File: config.mk
export PLATFORM = sky130hd
export DESIGN_NAME = reg_wb_arbiter
export DESIGN_NICKNAME = d
export VERILOG_FILES = /design/src/rtl/reg_wb_arbiter.sv
export SDC_FILE = /design/constraint.sdc
export NUM_CORES = 1
export LEC_CHECK = 0
export CAP_MARGIN = 10
export CORE_ASPECT_RATIO = 1.2
export CORE_MARGIN = 4
export CORE_UTILIZATION = 49
export CTS_CLUSTER_DIAMETER = 120
export DETAILED_ROUTE_END_ITERATION = 6
export PLACE_DENSITY = 0.78
export SLEW_MARGIN = 10
export SYNTH_ARGS = -nofsm -noshare
export SYNTH_HDL_FRONTEND = slang
export SYNTH_SLANG_ARGS = --single-unit
File: constraint.sdc
create_clock -name clk -period 3.2 [get_ports clk]
set_input_delay 0.48 -clock clk [delete_from_list [all_inputs] [get_ports clk]]
set_output_delay 0.48 -clock clk [all_outputs]
set_load 0.01 [all_outputs]
File: src/rtl/reg_wb_arbiter.sv
// reg_wb_arbiter: round-robin write-back arbiter with a register scoreboard.
// Requesters (0 = ALU, 1 = FPU, 2 = LSU) compete for one register-file write port.
// The granted address and data are staged in ard/drd for one cycle.
// A per-register busy bit is set by issue and cleared by write-back.
// Optional macro WB_FORWARD_EN clears busy bits at the transfer edge.
// It also exposes forwarding ports (fwd_hit*, fwd_data*) from the staged write.
// With the macro undefined, busy bits clear one edge later, from ard.
module reg_wb_arbiter #(
  parameter int unsigned N_REQ        = 3,
  parameter int unsigned LEN_REG_ADDR = 6,
  parameter int unsigned LEN_WORD     = 32
) (
  input  logic                          clk,
  input  logic                          rstn,
  input  logic [N_REQ-1:0]              req_valid,
  input  logic [N_REQ*LEN_REG_ADDR-1:0] req_addr,
  input  logic [N_REQ*LEN_WORD-1:0]     req_data,
  output logic [N_REQ-1:0]              req_ready,
  output logic [LEN_REG_ADDR-1:0]       ard,
  output logic [LEN_WORD-1:0]           drd,
  input  logic                          issue_valid,
  input  logic [LEN_REG_ADDR-1:0]       issue_addr,
  input  logic [LEN_REG_ADDR-1:0]       chk_addr1,
  input  logic [LEN_REG_ADDR-1:0]       chk_addr2,
  output logic                          busy1,
  output logic                          busy2,
  output logic                          err_waw
`ifdef WB_FORWARD_EN
  ,
  output logic                          fwd_hit1,
  output logic                          fwd_hit2,
  output logic [LEN_WORD-1:0]           fwd_data1,
  output logic [LEN_WORD-1:0]           fwd_data2
`endif
);

  localparam int unsigned IDX_W  = (N_REQ > 1) ? $clog2(N_REQ) : 1;
  localparam int unsigned N_REGS = 2 ** LEN_REG_ADDR;

  logic [IDX_W-1:0]        last_grant;
  logic [IDX_W-1:0]        gnt_idx;
  logic [N_REQ-1:0]        grant;
  logic                    xfer;
  int unsigned             cand;
  logic [LEN_REG_ADDR-1:0] sel_addr;
  logic [LEN_WORD-1:0]     sel_data;

  logic [N_REGS-1:0]       busy_q;
  logic [N_REGS-1:0]       busy_nxt;
  logic [LEN_REG_ADDR-1:0] clr_addr;
  logic                    clr_en;
  logic                    set_en;
  logic                    err_nxt;

  // Round-robin search from last_grant+1; nothing is granted while in reset
  always_comb begin : p_arb
    grant    = '0;
    gnt_idx  = last_grant;
    xfer     = 1'b0;
    cand     = 0;
    sel_addr = '0;
    sel_data = '0;
    for (int unsigned k = 1; k <= N_REQ; k++) begin
      cand = (32'(last_grant) + k) % N_REQ;
      if (!xfer && req_valid[IDX_W'(cand)]) begin
        xfer                 = 1'b1;
        grant[IDX_W'(cand)]  = 1'b1;
        gnt_idx              = IDX_W'(cand);
        sel_addr             = req_addr[cand*LEN_REG_ADDR +: LEN_REG_ADDR];
        sel_data             = req_data[cand*LEN_WORD +: LEN_WORD];
      end
    end
    if (!rstn) begin
      grant = '0;
      xfer  = 1'b0;
    end
  end

  assign req_ready = grant;

  // Scoreboard next state: clear from write-back, then set from issue (set wins)
  always_comb begin : p_sb
    busy_nxt = busy_q;
`ifdef WB_FORWARD_EN
    clr_addr = xfer ? sel_addr : '0;
`else
    clr_addr = ard;
`endif
    clr_en   = (clr_addr != '0);
    set_en   = issue_valid && (issue_addr != '0);
    if (clr_en) busy_nxt[clr_addr] = 1'b0;
    if (set_en) busy_nxt[issue_addr] = 1'b1;
    busy_nxt[0] = 1'b0;
    err_nxt  = set_en && busy_q[issue_addr] && !(clr_en && (clr_addr == issue_addr));
  end

  // Staged write port, round-robin pointer, scoreboard and WAW flag
  always_ff @(posedge clk) begin
    if (!rstn) begin
      last_grant <= IDX_W'(N_REQ - 1);
      ard        <= '0;
      drd        <= '0;
      busy_q     <= '0;
      err_waw    <= 1'b0;
    end else begin
      if (xfer) begin
        last_grant <= gnt_idx;
        ard        <= sel_addr;
        drd        <= sel_data;
      end else begin
        ard        <= '0;
      end
      busy_q  <= busy_nxt;
      err_waw <= err_nxt;
    end
  end

  assign busy1 = (chk_addr1 != '0) && busy_q[chk_addr1];
  assign busy2 = (chk_addr2 != '0) && busy_q[chk_addr2];

`ifdef WB_FORWARD_EN
  assign fwd_hit1  = (ard != '0) && (ard == chk_addr1);
  assign fwd_hit2  = (ard != '0) && (ard == chk_addr2);
  assign fwd_data1 = drd;
  assign fwd_data2 = drd;
`endif

endmodule

Word-level counts from Yosys, hierarchy flattened

Index checks and enable logic that the tools add are counted.

Add/subtract/negate cells: 3
Multipliers: 3
Divide/modulo/power cells: 3
$lt $le $gt $ge: 12
Eq/ne operators: 1
Shift operators: 6
Multiplexer cells: 41
Bitwise gates (word level): 5
Reductions and logical operators: 23

Operator list:

| cell                    | number |
|---|---|
| $shiftx A96 B33 Y32     | 3 |
| $mux W64                | 2 |
| $shiftx A18 B33 Y6      | 3 |
| $mod A32 B2 Y32 const B | 3 |
| $mul A32 B2 Y31 const B | 3 |
| $mux W32                | 3 |
| $and A64 B64 Y64        | 1 |
| $not A64 Y64            | 1 |
| $or A64 B64 Y64         | 1 |
| $lt A6 B7 Y1 const B    | 4 |
| $reduce_bool A6 Y1      | 4 |
| $bmux W1 S6             | 3 |
| $mux W6                 | 3 |
| $mux W1                 | 15 |
| $logic_and A1 B1 Y1     | 13 |
| $demux W1 S6            | 2 |
| $ge A6 B1 Y1 const B    | 2 |
| $mux W3                 | 4 |
| $lt A2 B3 Y1 const B    | 3 |
| $add A2 B2 Y3 const B   | 2 |
| $bmux W1 S2             | 3 |
| $demux W1 S2            | 3 |
| $eq A6 B6 Y1            | 1 |
| $ge A2 B1 Y1 const B    | 3 |
| other kinds (6)         | 12 |

Register bits: 105
Output and inout bits: 44
Logic and storage cells: 103

Depth between registers and ports, before layout

Gate-level depths: netlist of run 1.

Depth after elaboration: 13
Gate-level depth with buffers: 14

Worst setup path after synthesis of run 1

OpenSTA, ideal clock, no wires.

Kind: register to register
From: reg last_grant[1]
To: reg ard[4]
Arrival: 3156 ps
Slack: -45 ps
Stages on the path, launching flop included: 14
Buffers on the path: 1
Cells stage by stage: dfxtp_1 -> ha_1 -> inv_1 -> ha_1 -> o21ai_1 -> mux2i_1 -> ha_1 -> clkbuf_1 -> and2_1 -> o32ai_1 -> nor4_1 -> a41o_1 -> o2111ai_1 -> a311oi_2

Word-level cells in the longest chain between the ends: 13
Elaborated cells on any way between the ends: 30

RTL lines:

| item                                                     | RTL line | text |
|---|---|---|
| from (decl)                                              | 40       | `logic [IDX_W-1:0] last_grant;` |
| from (signal assigned)                                   | 100      | `last_grant <= IDX_W'(N_REQ - 1);` |
| from (signal assigned)                                   | 107      | `last_grant <= gnt_idx;` |
| branches (longest 13 deep; another with $mod A32 B2 Y32) | --       |  |
| to (signal assigned)                                     | 108      | `ard <= sel_addr;` |
| to (decl)                                                | 19       | `output logic [LEN_REG_ADDR-1:0] ard,` |

Several ways; the timed one is not identified. The select of a mux whose other input is x is not followed.
A chain may end at the register's enable or synchronous reset.

Worst setup path in the final report of run 1

From: in chk_addr2[1]
To: out busy2

Word-level cells in the longest chain between the ends: 3
Elaborated cells on any way between the ends: 4

RTL lines:

| item                          | RTL line | text |
|---|---|---|
| from (decl)                   | 24       | `input logic [LEN_REG_ADDR-1:0] chk_addr2,` |
| $bmux W1 S6                   | 119      | `assign busy2 = (chk_addr2 != '0) && busy_q[chk_addr2];` |
| $mux W1 (implied by the code) | 119      |  |
| $logic_and A1 B1 Y1 (*)       | 119      |  |
| to (decl)                     | 26       | `output logic busy2,` |

Mark *: on every way between the ends. The rest lies on a longest branch, timed or not. The select of a mux whose other input is x is not followed.

==> reports/qor.txt, run 1 <==
SYNTH
----------------------------------------------------------------------------------
Leading register cell type out of synthesis                           sky130_fd_sc_hd__dfxtp_1
Share of synthesized flip-flops with an asynchronous set or reset               0%
Warnings, synthesis                                                              0
Cell type contributing the most total cell area after synthesis       sky130_fd_sc_hd__dfxtp_1
Number of synthesized register bits                                            104
Post-synth top area share                                                    20.5%
Sequential share of the synthesized area                                     20.5%
Number of synthesized flops with an enable pin                                   0
Top post-synthesis cells by count                                     164 x sky130_fd_sc_hd__a21oi_1, 154 x sky130_fd_sc_hd__nor2_1, 116 x sky130_fd_sc_hd__mux2i_1
Cell types occupying the most area after synthesis                    sky130_fd_sc_hd__dfxtp_1 20%, sky130_fd_sc_hd__mux4_2 14%, sky130_fd_sc_hd__mux2i_1 11%
Post-synthesis cell area                                                 10200 µm²
Synthesized instance count                                                    1221
Unique masters post-synth                                                       82
Most frequent cell after synthesis                                    sky130_fd_sc_hd__a21oi_1
Synth Area per Inst                                                       8.32 µm²
Syn_nets                                                                      1373

SETUP PATH
----------------------------------------------------------------------------------
Library cell appearing most often on the critical path                sky130_fd_sc_hd__mux4_2
Critical-path maximum fanout                                                    13
FF-to-FF End                                                                ard[4]
Crit-path cells                                                       clkdlybuf4s50_1, buf_12, mux4_2, mux4_2, mux4_2, clkdlybuf4s15_1
Data arrival time of the critical path                                     2.62 ns
Launching instance or port of the critical path                       chk_addr2[1]
RR Startpoint                                                         last_grant[1]
Register-to-register setup slack                                            0.1 ns
Critical-path cell with the highest stage delay                       sky130_fd_sc_hd__clkdlybuf4s50_1
Cells on worst reg2reg path                                                     10
Kind of start point of the critical path                                 input pin
Capturing element of the worst setup path                                    busy2
Critical path class                                                   input pin to output pin
Worst path required time                                                   2.72 ns
Setup crit end kind                                                     output pin
Delay of the slowest critical-path stage                                   0.50 ns

RUN
----------------------------------------------------------------------------------
Total of max-cap violations                                                      0

CLOCKING
----------------------------------------------------------------------------------
Number of buffers between clock root and the deepest sink                        2
Clock insertion delay at the later pin of the skew report                  0.36 ns
CTS tree                                                                      done
H-Tree Depth                                                                     3
Master cell of the clock root buffer                                  sky130_fd_sc_hd__clkbuf_16
Num CTS Buffers                                                                  9
CTS Sinks                                                                      104
Hold-fix buffer count after cts                                                  0
Clk slew on worst S/H paths                                                0.08 ns

OUTCOME
----------------------------------------------------------------------------------
Run status                                                               completed

STA
----------------------------------------------------------------------------------
Worst slew margin                                                            43.0%
Final count of pins violating max slew                                           0
Number of setup violations in the final report                                   0
Worst Tran Pin Value                                                      0.847 ns
FMAX                                                                       322 MHz
Final Hold Fails                                                                 0
Max Clock Skew                                                          0.00544 ns
Shortest period the worst path allows                                      3.10 ns
Post-Route Setup TNS                                                          0 ns
Part of the cycle the worst path needs                                       97.0%
Worst Hold Margin                                                         0.462 ns
Setup repair after global routing missed its margin                            yes

FINISH
----------------------------------------------------------------------------------
Antenna fix cells                                                                0
Post-layout instance area                                                12900 µm²
Share of final-layout standard cells stronger than drive strength 1          15.3%
Area delta synth->final                                                      26.8%
Post-layout util                                                             63.4%
Nets                                                                          1520
Filler cell count                                                             1737

GRT
----------------------------------------------------------------------------------
Global-route usage over all layers                                           28.7%
Number of global-route vias before repair                                    10385
Largest net degree at the start of global routing                               62
First-pass GRT wire length                                                55000 µm
Antenna violations before repair                                                 0
Residual overflow from global routing                                            0

FLOORPLANNING
----------------------------------------------------------------------------------
IO Pins                                                                        182
Chip Height                                                                 166 µm
Number of rows created at floorplan                                             57
Starting density of the core                                                 50.0%
DIE AREA                                                                 23100 µm²
Floorplan core area                                                      20300 µm²
Die width                                                                   139 µm

ROUTING
----------------------------------------------------------------------------------
Average via count per standard cell                                           6.64
Number of detailed-route iterations in the first pass                            7
Final antenna-violating net count                                                0
Average detailed-routed wire length per instance                           21.2 µm
Detailed-route via count                                                     10871
Post-route DRC                                                                   0
DRC violation total after the first TritonRoute iteration                     1289
Aggregate routed wire length                                              34700 µm

WORST HOLD PATH
----------------------------------------------------------------------------------
Hold/Removal Path Class                                               input pin to flop

PWR
----------------------------------------------------------------------------------
Overall power                                                              11.2 mW
Peak supply drop                                                          0.863 mV
PD cells                                                                869 nW/µm²
Leakage power                                                              4.70 nW

PLACE
----------------------------------------------------------------------------------
Port buffer count                                                              181
Dpl hpwl                                                                  25100 µm
Final RePlAce weighted congestion                                            0.979
Standard cell area after detailed placement                              12400 µm²

## how the worst min path moves through the flow
stage | start | endpoint | slack, ns | depth (start not counted)
2_1_floorplan | busy_q[1] | busy_q[1] | 0.47 | 2
3_3_place_gp | busy_q[5] | busy_q[5] | 0.51 | 2
3_5_place_dp | busy_q[5] | busy_q[5] | 0.52 | 2
4_1_cts | rstn | drd[10] | 0.45 | 2
5_1_grt | rstn | drd[10] | 0.46 | 2
6_report | rstn | drd[10] | 0.46 | 2
## kinds of logic (layout without fill, tap and decap cells)
| family | count (synthesis) | in the layout | share of synthesized area, % |
|---|---|---|---|
| DFF | 104 | 104 | 20.5 |
| AOI/OAI and AO/OA | 438 | 438 | 27.7 |
| adders and majority gates | 16 | 16 | 1.93 |
| muxes | 197 | 197 | 27.9 |
| buffers and inverters | 131 | 283 | 5.95 |
| and+or+nand+nor | 317 | 317 | 14.5 |
| xor gates and xnor gates | 18 | 18 | 1.55 |
## where the power goes
group	internal, mW	switching, mW	leakage, nW
combinational	3.77	4.59	3.72
sequential	1.54	0.207	0.843
clock	0.535	0.543	0.132
## state kept, by name, summed over array words and instances, names as in the netlist
register / cells
drd: 32
busy_q: 63
err_waw: 1
ard: 6
last_grant: 2
## worst max-delay path, delay by kind of cell
family | cells | cell delay [ns]
buf+inv | 3 | 0.89
mux | 3 | 1.24
## placed cells by master (no fill, tap or decap), types with 7 or more instances in the layout
master                            instances
sky130_fd_sc_hd__nand2b_1                 7
sky130_fd_sc_hd__mux4_2                  63
sky130_fd_sc_hd__nor3_1                   7
sky130_fd_sc_hd__o22a_1                  28
sky130_fd_sc_hd__nand4_1                  8
sky130_fd_sc_hd__nand2_1                 60
sky130_fd_sc_hd__buf_12                   8
sky130_fd_sc_hd__nor2_1                 150
sky130_fd_sc_hd__ha_1                     7
sky130_fd_sc_hd__mux2i_1                115
sky130_fd_sc_hd__clkbuf_16                9
sky130_fd_sc_hd__nor2b_1                 15
sky130_fd_sc_hd__mux2_2                  14
sky130_fd_sc_hd__clkdlybuf4s50_1        174
sky130_fd_sc_hd__xor2_1                  10
sky130_fd_sc_hd__dfxtp_1                103
sky130_fd_sc_hd__xnor2_1                  8
sky130_fd_sc_hd__nand3_1                 16
sky130_fd_sc_hd__o21ai_0                 82
sky130_fd_sc_hd__inv_1                    7
sky130_fd_sc_hd__buf_4                   62
sky130_fd_sc_hd__a21oi_1                164
sky130_fd_sc_hd__a2bb2oi_1                7
sky130_fd_sc_hd__o211ai_1                65
sky130_fd_sc_hd__nand3b_1                11
## stage by stage
| step | worst slack (ns) | cells |
|---|---|---|
| detailed placement | -0.455 | 1617 |
| floorplan | 0.0759 | 1221 |
| global route | -0.0151 | 1638 |
| global placement | -0.417 | 1617 |
| finish | 0.0961 | 1638 |
| CTS | 0.0129 | 1637 |
## layer usage
layer  part of all wire (%)  up-vias  GRT usage, %  wire (µm)
met4                    3.8        0          10.8       1310
met3                    9.1      112          5.71       3150
met2                     49      662          48.4      17100
met1                     38     5125          36.4      13100
met5                      0        -             0          0
li1                       -     4972             -          -
## what timing repair did
action                                  4_1_cts  5_1_grt
endpoints found under the setup margin        4        8
pin swaps                                     1        0
resized for setup                            15       24
cloned                                        3        0
setup buffers                                 1        1
hold endpoints to repair                      0        0
## cell type report
type	count	area (µm²)	area share, %
Multi-Input combinational cell	986	7600	59.0
Inverter	11	41.3	0.321
Tap cell	265	332	2.57
Clock buffer	9	225	1.75
Sequential cell	104	2080	16.2
Timing Repair Buffer	256	2540	19.7
Clock inverter	7	55.1	0.427
No activity file was read; power rests on OpenSTA's default activity.
==> run 2: changes to the inputs <==
--- a/config.mk
+++ b/config.mk
@@ -18 +18,2 @@
 export SYNTH_SLANG_ARGS = --single-unit
+export TNS_END_PERCENT = 10
--- a/constraint.sdc
+++ b/constraint.sdc
@@ -3,2 +3,2 @@
 set_output_delay 0.48 -clock clk [all_outputs]
-set_load 0.01 [all_outputs]
+set_load 0.02 [all_outputs]
==> run 2 against run 1 <==
- the run now ends with DRC left
- final cell count down 0.49%
- sequential cell count unchanged
- final area down 1.1%
- setup slack worse by 0.018 ns
- utilization down 0.72 points
- clock skew up 0.0068 ns
- critical path depth up 4
- first-iteration DRC count down 26%
==> reports/qor.txt, run 2 (synthesis results as in run 1) <==
FLOORPLANNING
----------------------------------------------------------------------------------
Die width                                                                   139 µm   unchanged
IO Pins                                                                        182   unchanged
Floorplan core area                                                      20300 µm²   unchanged
DIE AREA                                                                 23100 µm²   unchanged
Chip Height                                                                 166 µm   unchanged
Number of rows created at floorplan                                             57   unchanged
Starting density of the core                                                 50.0%   unchanged

CLOCKING
----------------------------------------------------------------------------------
Number of buffers between clock root and the deepest sink                        2   unchanged
CTS tree                                                                      done
Num CTS Buffers                                                                  9   unchanged
Master cell of the clock root buffer                                  sky130_fd_sc_hd__clkbuf_16
H-Tree Depth                                                                     3   unchanged
Clock insertion delay at the later pin of the skew report                  0.36 ns   about the same
Clk slew on worst S/H paths                                                0.08 ns   about the same
CTS Sinks                                                                      104   unchanged

PLACE
----------------------------------------------------------------------------------
Port buffer count                                                              181   unchanged
Instance count after placement with tap cells included                        1609   -0.49%
Final RePlAce weighted congestion                                            0.971   -0.86%
Dpl hpwl                                                                  25000 µm   -0.36%

FINISH
----------------------------------------------------------------------------------
Antenna fix cells                                                                0   unchanged
Largest register FFs                                                            63   unchanged
Nets                                                                          1512   -0.53%
Largest registers in the final layout                                 busy_q (63), drd (32), ard (6)
Share of final-layout standard cells stronger than drive strength 1          14.1%   -1.2 points
Area delta synth->final                                                      25.4%
Number of cells in the finished layout apart from fillers                     1630   -0.49%
Top library cells by usage in the layout, fill and taps aside         173 x sky130_fd_sc_hd__clkdlybuf4s50_1, 164 x sky130_fd_sc_hd__a21oi_1, 150 x sky130_fd_sc_hd__nor2_1, 115 x sky130_fd_sc_hd__mux2i_1, 104 x sky130_fd_sc_hd__dfxtp_1
Commonest non-fill, non-tap cell in the layout                        sky130_fd_sc_hd__clkdlybuf4s50_1
Largest register by flop count                                              busy_q
Filler cell count                                                             1744   +0.40%

GRT
----------------------------------------------------------------------------------
Global-route usage over all layers                                           28.7%   about the same
First-pass GRT wire length                                                55300 µm   +0.50%
Antenna violations before repair                                                 0   unchanged
Largest net degree at the start of global routing                               56   -9.7%
Residual overflow from global routing                                            0   unchanged
Number of global-route vias before repair                                    10354   -0.30%

SETUP PATH
----------------------------------------------------------------------------------
Crit-path cells                                                       inv_1, ha_2, mux2_2, ha_1, nor2b_1, a211o_1, o311a_4, or3b_1, o32a_1, a311oi_2
Data arrival time of the critical path                                     3.39 ns   +0.77 ns
Delay of the slowest critical-path stage                                   0.41 ns   -0.09 ns
Buffering stage count on the worst path with inverters included                  1   -2
Setup crit end kind                                                           flop
Critical path's top delay family                                      compound AO/OA/AOI/OAI gates
Worst path required time                                                   3.47 ns   +0.75 ns
Critical-path cell with the highest stage delay                       sky130_fd_sc_hd__or3b_1
Kind of start point of the critical path                                      flop
Critical-path maximum fanout                                                     5   -8
Critical path class                                                   flop to flop

PWR
----------------------------------------------------------------------------------
Leakage power                                                              4.66 nW   -0.85%
Overall power                                                              11.1 mW   -0.37%
Peak supply drop                                                          0.641 mV   -26%
PD cells                                                                875 nW/µm²   +0.77%

RUN
----------------------------------------------------------------------------------
Total of max-cap violations                                                      0   unchanged

STA
----------------------------------------------------------------------------------
Part of the cycle the worst path needs                                       97.6%   +0.56 points
Max Clock Skew                                                           0.0122 ns   +0.00679 ns
Worst slew margin                                                            42.8%   -0.28 points
Shortest period the worst path allows                                      3.12 ns   +0.0178 ns
FMAX                                                                       320 MHz   -0.57%
Final count of pins violating max slew                                           0   unchanged
Final Hold Fails                                                                 0   unchanged
Worst Hold Margin                                                         0.460 ns   -0.00203 ns
Worst Tran Pin Value                                                      0.859 ns   +0.0120 ns
Setup repair after global routing missed its margin                            yes
Number of setup violations in the final report                                   0   unchanged

WORST HOLD PATH
----------------------------------------------------------------------------------
Hold/Removal Path Class                                               input pin to flop

ROUTING
----------------------------------------------------------------------------------
Average via count per standard cell                                           6.70   +0.95%
Number of detailed-route iterations in the first pass                            7   unchanged
Aggregate routed wire length                                              34900 µm   +0.55%
Final antenna-violating net count                                                0   unchanged
Post-route DRC                                                                   2   +2
Average detailed-routed wire length per instance                           21.4 µm   +1.0%
Detailed-route via count                                                     10921   +0.46%
DRC violation total after the first TritonRoute iteration                      948   -26%

OUTCOME
----------------------------------------------------------------------------------
Run status                                                            finished, violations left
Violations in the final reports                                                DRC

run 2: changes by cell type in the layout (fill, tap and decap cells not counted), sizes merged:
cell / delta
clkinv: -1
inv: +1
clkdlybuf4s50: -1
dlymetal6s2s: +1
buf: -7
dlygate4sd2: +1
clkdlybuf4s15: -2
run 2: cell type report:
| type | instances | area, µm² | area share, % |
|---|---|---|---|
| Clock buffer | 9 | 225 | 1.77 |
| Clock inverter | 7 | 63.8 | 0.501 |
| Inverter | 11 | 41.3 | 0.324 |
| Multi-Input combinational cell | 986 | 7540 | 59.2 |
| Sequential cell | 104 | 2080 | 16.3 |
| Tap cell | 265 | 332 | 2.60 |
| Timing Repair Buffer | 248 | 2450 | 19.2 |
run 2: power by group:
group	leakage [nW]	total, mW	internal (mW)	switching [mW]
clock network	0.136	1.11	0.546	0.563
registers	0.843	1.74	1.54	0.197
logic	3.68	8.30	3.61	4.69
total	4.66	11.1	5.70	5.45
run 2: metrics by stage:
stage / util [%] / TNS, ns / setup WS (ns) / cell area (µm²)
3_3_place_gp: 60.7 / -0.938 / -0.486 / 12300
5_1_grt: 62.7 / -0.189 / -0.0857 / 12700
4_1_cts: 62.5 / 0 / 0.00727 / 12700
2_1_floorplan: - / -0.0402 / -0.0402 / 10200
6_report: 62.7 / 0 / 0.0782 / 12700
3_5_place_dp: 60.7 / -0.999 / -0.512 / 12300
run 2: what timing repair did:
item                                   CTS  global route
gates cloned                             2             0
endpoints found under the hold margin    0             0
resized for setup                       14            11
setup endpoints to repair                4            11
hold buffers                             0             0
pin swaps                                0             1
setup buffers                            1             2
run 2: per-layer routing:
layer / routed length (µm) / global-route usage (%) / share of wire (%) / vias to the layer above
li1: - / - / - / 4963
met1: 13400 / 36.1 / 38 / 5248
met2: 17300 / 48.3 / 50 / 621
met3: 3010 / 6.14 / 8.6 / 89
met4: 1200 / 10.9 / 3.4 / 0
met5: 0 / 0 / 0 / -
run 2: path summary, 6_finish.rpt:
path | startpoint | endpoint | slack, ns | cells after the start
hold / removal | rstn | last_grant[1] | 0.46 | 2
hold reg to reg | busy_q[5] | busy_q[5] | 0.53 | 2
setup / recovery | last_grant[0] | ard[4] | 0.08 | 10
setup reg to reg | last_grant[0] | ard[4] | 0.08 | 10
==> run 3: changes to the inputs <==
- CORE_ASPECT_RATIO: 1.2 -> not set
- PLACE_DENSITY: 0.78 -> 0.86
==> run 3 against run 2 <==
- the run now ends clean
- sequential power hardly changed
- hold slack better by 0.076 ns
- clock-buffer cell count rose by 1
- routed wire length increased by 5.1%
- critical endpoint is now busy2
==> reports/qor.txt, run 3 (synthesis results as in run 1) <==
FLOORPLANNING
----------------------------------------------------------------------------------
DIE AREA                                                                 23100 µm²   about the same
Chip Height                                                                 152 µm   -8.3%
Floorplan core area                                                      20300 µm²   -0.13%
Number of rows created at floorplan                                             52   -8.8%
Die width                                                                   152 µm   +9.0%
Starting density of the core                                                 50.0%   +0.065 points
IO Pins                                                                        182   unchanged

PWR
----------------------------------------------------------------------------------
Overall power                                                              11.3 mW   +1.4%
Leakage power                                                              4.70 nW   +0.89%
PD cells                                                                883 nW/µm²   +0.88%
Peak supply drop                                                          0.899 mV   +40%

STA
----------------------------------------------------------------------------------
Worst Tran Pin Value                                                      0.911 ns   +0.0529 ns
Number of setup violations in the final report                                   0   unchanged
Max Clock Skew                                                          0.00902 ns   -0.00320 ns
Worst Hold Margin                                                         0.537 ns   +0.0765 ns
Post-Route Setup TNS                                                          0 ns   unchanged
Final Hold Fails                                                                 0   unchanged
Least setup slack across all paths after layout                          0.0664 ns   -0.0118 ns
Worst slew margin                                                            39.2%   -3.5 points
Final count of pins violating max slew                                           0   unchanged
Setup repair after global routing missed its margin                            yes
FMAX                                                                       319 MHz   -0.38%
Shortest period the worst path allows                                      3.13 ns   +0.0118 ns
Part of the cycle the worst path needs                                       97.9%   +0.37 points

FINISH
----------------------------------------------------------------------------------
Top library cells by usage in the layout, fill and taps aside         173 x sky130_fd_sc_hd__clkdlybuf4s50_1, 164 x sky130_fd_sc_hd__a21oi_1, 150 x sky130_fd_sc_hd__nor2_1, 115 x sky130_fd_sc_hd__mux2i_1, 104 x sky130_fd_sc_hd__dfxtp_1
Post-layout util                                                             63.0%   +0.38 points
Largest register by flop count                                              busy_q
Number of cells in the finished layout apart from fillers                     1639   +0.55%
Largest registers in the final layout                                 busy_q (63), drd (32), ard (6)
Antenna fix cells                                                                0   unchanged
Area delta synth->final                                                      26.0%
Commonest non-fill, non-tap cell in the layout                        sky130_fd_sc_hd__clkdlybuf4s50_1
Post-layout instance area                                                12800 µm²   +0.48%
Share of final-layout standard cells stronger than drive strength 1          14.3%   +0.18 points
Nets                                                                          1516   +0.26%
Largest register FFs                                                            63   unchanged

PLACE
----------------------------------------------------------------------------------
Final RePlAce weighted congestion                                             1.04   +6.8%
Port buffer count                                                              181   unchanged
Instance count after placement with tap cells included                        1621   +0.75%
Dpl hpwl                                                                  26000 µm   +4.1%
Standard cell area after detailed placement                              12400 µm²   +0.68%
Worst slack, placed                                                      -0.538 ns   -0.0262 ns

SETUP PATH
----------------------------------------------------------------------------------
Critical-path maximum fanout                                                    13   +8
RR Startpoint                                                         last_grant[1]
Data arrival time of the critical path                                     2.65 ns   -0.74 ns
Critical path class                                                   input pin to output pin
Cells on worst reg2reg path                                                     10   unchanged
Worst path required time                                                   2.72 ns   -0.75 ns
Setup crit end kind                                                     output pin
Kind of start point of the critical path                                 input pin
Register-to-register setup slack                                           0.07 ns   about the same
Launching instance or port of the critical path                       chk_addr2[1]
FF-to-FF End                                                                ard[4]

ROUTING
----------------------------------------------------------------------------------
Post-route DRC                                                                   0   -2
Average detailed-routed wire length per instance                           22.4 µm   +4.6%
Final antenna-violating net count                                                0   unchanged
Aggregate routed wire length                                              36700 µm   +5.1%
Detailed-route via count                                                     11225   +2.8%
Number of detailed-route iterations in the first pass                            6   -1
Average via count per standard cell                                           6.85   +2.2%
DRC violation total after the first TritonRoute iteration                     1196   +26%

WORST HOLD PATH
----------------------------------------------------------------------------------
Hold/Removal Path Class                                               flop to flop
Launch instance of the worst min-delay path                                drd[28]
Worst hold path endpoint                                                   drd[28]
Worst Hold Depth                                                                 2   unchanged

CLOCKING
----------------------------------------------------------------------------------
Clock insertion delay at the later pin of the skew report                  0.36 ns   about the same
Num CTS Buffers                                                                  9   unchanged
Post-CTS Setup Inserts                                                           0   -1
Clk slew on worst S/H paths                                                0.08 ns   about the same
Number of buffers between clock root and the deepest sink                        2   unchanged
CTS tree                                                                      done
CTS Sinks                                                                      104   unchanged
H-Tree Depth                                                                     3   unchanged
Master cell of the clock root buffer                                  sky130_fd_sc_hd__clkbuf_16
Hold-fix buffer count after cts                                                  0   unchanged

GRT
----------------------------------------------------------------------------------
Global-route usage over all layers                                           30.3%   +1.6 points
Largest net degree at the start of global routing                               70   +25%
Antenna violations before repair                                                 0   unchanged
First-pass GRT wire length                                                58300 µm   +5.6%
Residual overflow from global routing                                            0   unchanged
Number of global-route vias before repair                                    10773   +4.0%

OUTCOME
----------------------------------------------------------------------------------
Run status                                                               completed

RUN
----------------------------------------------------------------------------------
Total of max-cap violations                                                      0   unchanged

## run 3: cell count changes in the layout (fill, tap and decap cells not counted), sizes merged
| cell | delta |
|---|---|
| dlygate4sd2 | -1 |
| clkinvlp | -1 |
| clkbuf | +1 |
| clkdlybuf4s15 | +1 |
| buf | +4 |
## run 3: how the worst max path moves through the flow
stage,endpoint,slack [ns],depth (start not counted)
3_5_place_dp,busy2,-0.54,6
4_1_cts,busy1,0.03,6
5_1_grt,req_ready[1],-0.07,9
3_3_place_gp,busy2,-0.48,6
2_1_floorplan,ard[0],-0.04,12
6_report,busy2,0.07,6
## run 3: timing repair
| item | CTS | global route |
|---|---|---|
| gates resized for setup | 14 | 11 |
| hold endpoints to repair | 0 | 0 |
| endpoints found under the setup margin | 4 | 8 |
| gates cloned | 2 | 0 |
## run 3: where the power goes
part	leakage (nW)	switching (mW)	internal, mW	total (mW)
Clock	0.138	0.566	0.549	1.12
Combinational	3.72	4.75	3.68	8.43
Sequential	0.843	0.213	1.54	1.75
## run 3: worst max-delay path, stage by stage
cell and delay (ns):
sky130_fd_sc_hd__clkdlybuf4s50_1 0.51, sky130_fd_sc_hd__buf_12 0.16, sky130_fd_sc_hd__mux4_2 0.33, sky130_fd_sc_hd__mux4_2 0.53, sky130_fd_sc_hd__mux4_2 0.46, sky130_fd_sc_hd__buf_2 0.17
## run 3: metal layers
layer / track usage, % / share of wire [%] / vias up
met3: 7.48 / 11 / 147
li1: - / - / 4965
met1: 36.6 / 36 / 5314
met4: 13.9 / 4.9 / 0
met2: 51.1 / 48 / 799
met5: 0 / 0 / -
## run 3: final cells by class
cell class	instances	area [µm²]
clock buffer	10	229
clock inverter	6	61.3
fill	1710	7500
inverter	11	41.3
multi-input combinational	986	7540
sequential	104	2080
tap	270	338
timing repair buffer	252	2510
==> RTL change 1 (config.mk and constraints of run 3) <==
Put one more register stage on the output `err_waw`, with the module's reset. The value now appears one clock later. The other outputs are not delayed to match.
--- a/src/rtl/reg_wb_arbiter.sv
+++ b/src/rtl/reg_wb_arbiter.sv
@@ -36,6 +36,8 @@
 
   localparam int unsigned IDX_W  = (N_REQ > 1) ? $clog2(N_REQ) : 1;
   localparam int unsigned N_REGS = 2 ** LEN_REG_ADDR;
+
+  logic err_waw_s0;
 
   logic [IDX_W-1:0]        last_grant;
   logic [IDX_W-1:0]        gnt_idx;
@@ -101,7 +103,7 @@
       ard        <= '0;
       drd        <= '0;
       busy_q     <= '0;
-      err_waw    <= 1'b0;
+      err_waw_s0 <= 1'b0;
     end else begin
       if (xfer) begin
         last_grant <= gnt_idx;
@@ -111,7 +113,7 @@
         ard        <= '0;
       end
       busy_q  <= busy_nxt;
-      err_waw <= err_nxt;
+      err_waw_s0 <= err_nxt;
     end
   end
 
@@ -125,5 +127,13 @@
   assign fwd_data2 = drd;
 `endif
 
+  always_ff @(posedge clk) begin
+    if (!rstn) begin
+      err_waw <= '0;
+    end else begin
+      err_waw <= err_waw_s0;
+    end
+  end
+
 endmodule
 
Behaviour: not the same (Yosys sat finds a counterexample within 4 cycles, from zero or initial values and one cycle with rstn low).
==> RTL change 1 against run 3 <==
  * Critical path depth up 2
  * Design area up 1.4%
  * Setup slack worse by 48 ps
  * Area after synthesis up 0.55%
  * Power down 7.6%
  * Via count unchanged
  * Routed wire length down 0.73%
  * Hold slack worse by 93 ps
  * Global-route usage down 0.32 points
  * Sequential cell count up 1
  * Non-clock buffer count up 3
==> RTL change 1: results (changes against run 3) <==
Detailed Place HPWL 26.31 mm (+1.2%); Clk pin slew, worst setup/hold paths 70 ps; Area contributors post-synth dfxtp_1 (21%), mux4_2 (14%), mux2i_1 (11%); CP arrival 2700 ps (+50 ps); LEAKAGE 4.604 nW (-2.0%); Routed WL per cell 22.14 microns (-1.1%); compound-cell area share of the yosys netlist 28.14% (+0.47 points); critical path's top delay family buffers and inverters; share of layout cells above drive strength 1 15.05% (+0.74 points); adder-cell share of the synthesized area 1.911% (-0.023 points); xor/xnor cell area share of the yosys netlist 1.629% (+0.077 points); Switching Share 46.97% (-1.9 points); clock share of power 12.5% (+2.6 points); reg-to-reg slack, setup 140 ps (+70 ps); crit path from last_grant[0]$_SDFFE_PN0P_; DRT met1 WL 13.41 mm (+1.5%); Worst Skew 10.29 ps (+1.266 ps); worst vdd ir 0.0005970 V (-34%); slowest CP cell clkdlybuf4s50_1; top cells by count, synth a21oi_1 (117), mux2i_1 (109), nor2_1 (107); Overall Global Routing Usage 30.01% (-0.32 points); Fmax 314.3 MHz (-1.5%); status completed; vias per std cell 6.824 (-0.36%); Post-synth ARST share 0% (unchanged); Synth Flop Type dfxtp_1; hold slack 443.4 ps (-93.34 ps); met2 Use GR 50.00% (-1.1 points); Worst Hold Path EP err_waw$_SDFF_PN0_; mux cell area share after synthesis 26.86% (-1.0 points); first-pass GRT wire length 57.98 mm (-0.59%); GP Congestion 0.9850 (-5.0%); pin count of the biggest net entering global routing 61 (-13%); met3 routed WL 4.266 mm (+5.8%); nets@finish 1523 (+0.46%); hold_sp err_waw_s0$_SDFF_PN0_; worst slack, placed -507.2 ps (+30.94 ps); Max FO, Critical Path 18 (+5); synth unique cells 86 (+4.9%); Setup crit end req_ready[2]; worst r2r path cells 12 (+2); met1 Use GR 36.58% (about the same); met2 WL post-DR 17.21 mm (-2.5%); Cells on Worst Hold Path 1 (-1); combinational power 0.00734 W (-13%)
## RTL change 1: changes by cell type after synthesis, sizes merged, moves of 5 or more
cell	before	now
a21oi	164	117
a22oi	4	38
a2bb2oi	7	2
a32o	2	16
buf	55	49
mux2i	116	109
nand2	60	101
nand3	16	23
nor2	154	107
o211ai	65	49
o21a	6	1
o21ai	85	102
## RTL change 1: area by class of cell
| class | count | area [sq um] |
|---|---|---|
| Multi-Input combinational cell | 986 | 7601 |
| Fill cell | 1651 | 7387 |
| Timing Repair Buffer | 255 | 2537 |
| Sequential cell | 105 | 2103 |
| Tap cell | 270 | 337.8 |
| Clock buffer | 11 | 242.7 |
| Clock inverter | 4 | 98.84 |
| Inverter | 14 | 56.30 |
## RTL change 1: metrics by stage
stage	std cells	instance area, sq um	power [W]
finish	1645	12980	0.01044
global route	1645	12980	0.01111
CTS	1643	12930	0.01027
detailed placement	1626	12520	0.008934
global placement	1626	12520	0.008787
floorplan	1221	10220	0.006750
==> RTL change 2 (flow settings as in run 3) <==
Made on the original files. Add a define of `WB_FORWARD_EN`.
--- a/src/rtl/reg_wb_arbiter.sv
+++ b/src/rtl/reg_wb_arbiter.sv
@@ -5,6 +5,8 @@
 // Optional macro WB_FORWARD_EN clears busy bits at the transfer edge.
 // It also exposes forwarding ports (fwd_hit*, fwd_data*) from the staged write.
 // With the macro undefined, busy bits clear one edge later, from ard.
+`define WB_FORWARD_EN
+
 module reg_wb_arbiter #(
   parameter int unsigned N_REQ        = 3,
   parameter int unsigned LEN_REG_ADDR = 6,
Behaviour (old outputs only; new: fwd_data1, fwd_data2, fwd_hit1 and fwd_hit2): not the same (Yosys sat finds a counterexample within 4 cycles, from zero or initial values and one cycle with rstn low).
==> RTL change 2 against run 3 <==
  * Area after synthesis increased by 6.7%
  * The run now ends with negative setup slack left
  * Setup slack got worse by 910 ps
  * Routed wire length increased by 16%
  * Design area increased by 19%
  * First-iteration DRC count increased by 21%
  * Clock power increased by 4%
  * Cell count increased by 17%
  * Combinational power decreased by 10%
  * Sequential cell count unchanged
  * Clock skew increased by 4.1 ps
  * Power decreased by 7.8%
  * Non-clock buffer count increased by 199
  * Count of clock-buffer cells in the layout decreased by 1
==> RTL change 2: results (changes against run 3) <==
Worst Skew 13.11 ps (+4.086 ps); Register Area 2087 sq um (+0.24%); placed cell areas 14310 sq um (+15%); Non-clock buffer share 27.66% (+8.1 points); DR iter-0 viols 1450 (+21%); mux cell area share after synthesis 27.99% (+0.11 points); met1 Use GR 40.30% (+3.7 points); Slew headroom 41.23% (+2.0 points); worst vdd ir 0.0004588 V (-49%); met3 routed WL 4.917 mm (+22%); violated checks negative setup slack; routed via count 12680 (+13%); count of final setup violators 73 (+73); # clk buffers 9 (-1); met2 WL post-DR 20.21 mm (+14%); CP arrival 4290 ps (+1640 ps); sequential area share after synthesis 19.21% (-1.3 points); setup ws final -838.8 ps (-905.2 ps); share of cell area taken by multi-input logic gates 53.73% (-5.2 points); comb_multi_in 1045 (+6.0%); synth unique cells 73 (-11%); slowest cell delay on critical path 470 ps (-60 ps); adder-cell share of the synthesized area 1.709% (-0.22 points); status finished, violations left; Layout clock area frac 2.042% (-0.23 points); met2 Use GR 56.15% (+5.0 points); antenna cell count 7 (+7); fill cell count 1638 (-4.2%); first-pass iteration count of the detailed router 7 (+1)
[RTL change 2: cell types whose count changed in the layout (fill, tap and decap cells not counted), moves of 19 or more]
cell                    run 3  this run
o22ai_1                     5        24
o21ai_1                     3        53
buf_4                      58       176
o211ai_1                   65        36
nand2_1                    60       119
o22a_1                     28         0
o21ai_0                    82        47
a21oi_1                   164       145
clkdlybuf4s50_1           173       240
[RTL change 2: path summary, 6_finish.rpt]
check | to | slack (ps) | cells after the start
worst min-delay path | busy_q[30]$_SDFF_PN0_ | 490 | 2
worst max-delay path | busy_q[41]$_SDFF_PN0_ | -840 | 17
worst min register to register | busy_q[30]$_SDFF_PN0_ | 490 | 2
worst max register to register | busy_q[41]$_SDFF_PN0_ | -840 | 17
[RTL change 2: what timing repair did]
action	CTS	global route
pin swaps	42	21
setup endpoints to repair	75	73
setup buffers	10	8
resized for setup	142	34
